--- config.mk ---
export PLATFORM = sky130hd
export DESIGN_NAME = dff_pipe
export DESIGN_NICKNAME = d
export VERILOG_FILES = /design/src/rtl/dff_pipe.sv
export SDC_FILE = /design/constraint.sdc
export NUM_CORES = 1
export LEC_CHECK = 0
export CAP_MARGIN = 40
export CORE_ASPECT_RATIO = 1.25
export CORE_UTILIZATION = 45
export CTS_BUF_LIST = sky130_fd_sc_hd__clkbuf_8
export DETAILED_ROUTE_END_ITERATION = 6
export DONT_BUFFER_PORTS = 1
export MAX_ROUTING_LAYER = met4
export PLACE_DENSITY_LB_ADDON = 0.1
export SYNTH_ARGS = -nofsm -noshare
export SYNTH_HDL_FRONTEND = slang
export SYNTH_SLANG_ARGS = --single-unit
--- constraint.sdc ---
create_clock -name clk -period 1.7 [get_ports clk]
set_input_delay 0.34 -clock clk [delete_from_list [all_inputs] [get_ports clk]]
set_output_delay 0.34 -clock clk [all_outputs]
set_load 0.1 [all_outputs]
--- src/rtl/dff_pipe.sv ---
// dff_pipe: elastic register pipeline of DEPTH stages, WIDTH bits per word.
// Each stage has a valid bit and a data register. A backward ready chain lets
// bubbles collapse and sustains one word per cycle under simultaneous push/pop.
// flush drops every word in flight; RST empties the pipe and zeroes the data.
// Optional feature: define DFF_PIPE_CNT_EN to add the registered occupancy
// output cnt (number of valid stages).
module dff_pipe #(
  parameter int WIDTH = 8,
  parameter int DEPTH = 4
) (
  input  logic             clk,
  input  logic             RST,
  input  logic [WIDTH-1:0] din,
  input  logic             in_valid,
  output logic             in_ready,
  output logic [WIDTH-1:0] dout,
  output logic             out_valid,
  input  logic             out_ready,
  input  logic             flush
`ifdef DFF_PIPE_CNT_EN
  ,
  output logic [$clog2(DEPTH+1)-1:0] cnt
`endif
);

  logic [DEPTH-1:0] v;
  logic [WIDTH-1:0] d [DEPTH];
  logic [DEPTH:0]   r;
  logic [DEPTH-1:0] v_in;
  logic [DEPTH-1:0] v_nxt;

  // Ready chain: a stage can load when it is empty or the stage after it moves.
  // Built with a running accumulator so r never feeds back on itself.
  always_comb begin
    logic acc;
    r        = '0;
    acc      = out_ready;
    r[DEPTH] = out_ready;
    for (int k = DEPTH - 1; k >= 0; k--) begin
      acc  = !v[k] || acc;
      r[k] = acc;
    end
  end

  // Incoming valid per stage and next-state valid vector (flush empties all).
  always_comb begin
    v_in    = '0;
    v_nxt   = '0;
    v_in[0] = in_valid && !flush;
    for (int k = 1; k < DEPTH; k++) begin
      v_in[k] = v[k-1];
    end
    for (int k = 0; k < DEPTH; k++) begin
      if (flush) begin
        v_nxt[k] = 1'b0;
      end else if (r[k]) begin
        v_nxt[k] = v_in[k];
      end else begin
        v_nxt[k] = v[k];
      end
    end
  end

  assign in_ready  = r[0] && !flush;
  assign out_valid = v[DEPTH-1] && !flush;
  assign dout      = d[DEPTH-1];

  // Stage valid bits; reset wins over flush and any handshake.
  always_ff @(posedge clk) begin
    if (RST) begin
      v <= '0;
    end else begin
      v <= v_nxt;
    end
  end

  // Stage data: load only when the stage advances with a real word; hold on flush.
  always_ff @(posedge clk) begin
    if (RST) begin
      for (int k = 0; k < DEPTH; k++) begin
        d[k] <= '0;
      end
    end else if (!flush) begin
      if (r[0] && v_in[0]) begin
        d[0] <= din;
      end
      for (int k = 1; k < DEPTH; k++) begin
        if (r[k] && v_in[k]) begin
          d[k] <= d[k-1];
        end
      end
    end
  end

`ifdef DFF_PIPE_CNT_EN
  localparam int CW = $clog2(DEPTH + 1);

  function automatic logic [CW-1:0] count_ones(input logic [DEPTH-1:0] bits);
    logic [CW-1:0] n;
    n = '0;
    for (int k = 0; k < DEPTH; k++) begin
      n = n + CW'(bits[k]);
    end
    return n;
  endfunction

  // Occupancy tracks the valid vector it will hold after this edge.
  always_ff @(posedge clk) begin
    if (RST) begin
      cnt <= '0;
    end else begin
      cnt <= count_ones(v_nxt);
    end
  end
`endif

endmodule

# Word-level counts from Yosys, hierarchy flattened
# Memories as Yosys holds them, arrays and structs flattened.
# Cells that the tools add are included.
classes:
  n_mux: 22
  n_reduce_logical: 17
  bitwise: 4
ops:
  columns: ["cell", "n"]
  rows:
  - ["two-way mux 8 bit", 4]
  - ["two-way mux 1 bit", 18]
  - ["logical AND 1 bit", 7]
  - ["logical NOT 1 bit", 5]
  - ["logical OR 1 bit", 4]
  - ["bitwise OR 1 bit", 4]
  - ["OR reduction 2 bit", 1]
totals:
  input_bits: 13
  wordCells: 48
  register_bits: 4
  out_inout_bits: 10
  mem_count: 1
  mem_bits_rw: 32
mem_list:
  columns: ["memory", "depth", "width", "read_ports", "rd_clocked_by_memory_dff", "write_ports", "line_no", "source"]
  rows:
  - ["d", 4, 8, 4, 0, 4, "27", "logic [WIDTH-1:0] d [DEPTH];"]

# Logic depth before layout (Yosys ltp)
logic_depth:
  depth_word: 11
  mapped_depth: 4
  ltp_nobuf: 2

# Worst setup path before layout
# OpenSTA, ideal clock, no wires.
synth_path:
  path_kind: "input port to output port"
  start: "input out_ready"
  end: "output in_ready"
  stages: 4
  setup_slack_ps: -949
  t_required_ps: 1360
  path_buffers: 2
  t_arrival_ps: 2309
  path_cell_list: "and4b_1 > buf_2 > buf_6 > a21oi_1"
synth_via:
  elab_chain_len: 5
synth_rtl:
  columns: ["item", "line_no", "source"]
  rows:
  - ["start: declaration", "18", "input logic out_ready,"]
  - ["logical OR 1 bit (4 in series)", "40", "acc = !v[k] || acc;"]
  - ["logical AND 1 bit", "64", "assign in_ready = r[0] && !flush;"]
  - ["end: declaration", "15", "output logic in_ready,"]
# Every way passes these cells.

# Worst setup path in the final report
layout_path:
  start: "register v[3]"
  end: "output in_ready"
layout_via:
  elab_chain_len: 6
layout_rtl:
  columns: ["item", "line_no", "source"]
  rows:
  - ["start: declaration", "26", "logic [DEPTH-1:0] v;"]
  - ["start signal: assignment", "73", "v <= v_nxt;"]
  - ["logical NOT 1 bit", "40", null]
  - ["logical OR 1 bit (4 in series)", "40", null]
  - ["logical AND 1 bit", "64", null]
# Every way passes these cells.

==> metrics <==
synthesized instance count=approximately 130; die width=56.5 microns; Crit Path Max Fanout=5; routed via count=954; post-CTS sizing=0; final total power=around 1.8 mW; die area=3960 sq um; CTS buffer count=5; measured slew at the worst slew-check pin=0.708 ns; r2r startpoint=v[3]; DRC viols=0; Synth cell types=25; H-tree depth=2; status=completed; Area growth syn-to-layout=11.5%; count leader, synth=edfxtp_1; Syn Area/Cell=13.2 sq um; post-route ant nets=0; # diodes=0; clock insertion delay at the later pin of the skew report=roughly 0.28 ns; post-DP HPWL=1650 microns; Final Hold Viols=0; CP Launch Point=v[3]; Post-synth top cells=edfxtp_1 (32), nor4b_1 (14), inv_1 (10); core footprint=3510 sq um; Finished Cell Area=1860 sq um; I/O pin count=23; synthesized area=1670 sq um; clk_skew=0.00501 ns; WL/cell=13.6 microns; number of synthesized flops with an enable pin=32; Post-synth ARST share=0%; Clk pin slew, worst setup/hold paths=0.07 ns; nets@finish=147; CP Class=flop to primary output; maximum capacitance violations=0; Synth Net Count=139; Initial Util=47.5%; first-pass GRT wire length=3950 microns; global route total overflow=0; crit path DAT=about 1.3 ns; Avg Vias per Cell=5.48; initial antenna violation count=0; Synth area leader=edfxtp_1; Worst setup EP type=primary output; final setup fails=0; P_leak=0.648 nW; synth top area cells=edfxtp_1 (58%), nor4b_1 (7.3%), a211oi_2 (6.0%); DP Area=1770 sq um; Tmin final=between 1.5 and 2 ns; CTS tree=yes; share of layout cells above drive strength 1=30.4%; pwr dens=944 nW/um^2; flops & latches, synth=36; clock buffer depth=2; synth warn=0; Post-synth top flop=edfxtp_1; Tcrit/Tclk final=~95%; CTS root buf=clkbuf_8; final max-slew violation count=0; VDD IR max=roughly 660 uV; pin count of the biggest net entering global routing=21; R2R depth=3; Slew HR=52.8%; CTS sink count=36; unrepaired setup endpoints after global routing=false; crit path launch type=flop; CP required=1.36 ns; iteration count of the initial detailed-routing pass=4; row count=24; area fraction of the dominant cell type after synthesis=57.6%; PortBufs=0; initial DRC count=31; fmax=619 MHz; hold depth=1; sequential area share after synthesis=62.4%; Die H=70.1 microns; Tot GR Track Use=13.7%; R2R setup slack=roughly 0.33 ns; Worst Hold Class=input port to flop; Fillers=300; R2R Path End=d[0][13]; number of global-route vias before repair=927; crit path to=in_ready; WL final=roughly 2400 microns; RePlAce Congestion=~0.73
==> worst min path at each step <==
| stage | from | end | slack [ns] |
|---|---|---|---|
| after detailed placement | RST | d[0][10] | 0.54 |
| after global placement | RST | d[0][10] | 0.54 |
| after CTS | RST | d[0][10] | 0.24 |
| after floorplan | v[2] | v[3] | 0.52 |
| final | RST | d[0][12] | 0.25 |
| after global routing | RST | d[0][10] | 0.23 |
==> area by class of cell <==
cell class                      count  area, sq um  area share (%)
Inverter                           11         41.3            2.22
Multi-Input combinational cell     60          477            25.6
Tap cell                           39         48.8            2.62
Clock inverter                      2         7.51           0.403
Clock buffer                        6         82.6            4.44
Timing Repair Buffer               20          163            8.74
Sequential cell                    36         1040            56.0
==> power breakdown <==
part / leakage (nW) / internal (mW) / switching, mW
Combinational: 0.235 / 0.0436 / 0.109
Sequential: 0.363 / 1.00 / 0.00888
Clock: 0.0500 / 0.318 / 0.276
Total: 0.648 / 1.36 / 0.395
==> per-stage QoR <==
stage / util, % / instances / TNS (ns) / setup slack (ns) / hold slack (ns)
floorplan: - / 126 / -1.51 / -0.318 / 0.515
global placement: 50.4 / 166 / 0 / 0.368 / 0.542
detailed placement: 50.4 / 166 / 0 / 0.312 / 0.540
CTS: 53.0 / 174 / 0 / 0.0592 / 0.238
global route: 53.0 / 174 / 0 / 0.00722 / 0.235
finish: 53.0 / 174 / 0 / 0.0851 / 0.246
==> sequential cells by signal, indices dropped and copies added, names as in the netlist <==
signal,flops
d,32
v,4
==> kinds of logic after synthesis <==
kind of cell | share of synthesized area (%)
flops | 62.4
compound gates | 9.75
buf+inv | 9.75
simple gates | 18.1
==> cells in the final DEF, fill, tap and decap left out, drive strengths merged, types with 2 or more instances in the layout <==
master / Yosys / routed
nand2b: 3 / 3
edfxtp: 32 / 32
o31ai: 2 / 2
nand2: 8 / 8
clkbuf: 5 / 6
dfxtp: 4 / 4
clkinv: 1 / 2
nor2b: 3 / 3
nor4b: 16 / 16
buf: 14 / 20
a21oi: 2 / 2
o21ba: 2 / 2
nor3: 8 / 8
a211oi: 8 / 8
o21ai: 2 / 2
inv: 10 / 11
==> worst max-delay path: stages (launching register included) <==
cell	delay, ns
dfxtp_1	0.34
and4b_1	0.27
a21oi_2	0.19
buf_12	0.19
==> layer usage <==
| layer | GRT usage [%] | share of wire, % |
|---|---|---|
| met5 | - | 0 |
| met4 | 10.3 | 2.6 |
| met3 | 3.89 | 3.3 |
| met2 | 24.1 | 55 |
| met1 | 12.1 | 39 |
==> repair_timing <==
action	4_1_cts	5_1_grt
hold buffers	0	0
endpoints found under the setup margin	0	1
buffers inserted	0	0
(Power assumes the default switching activity.)
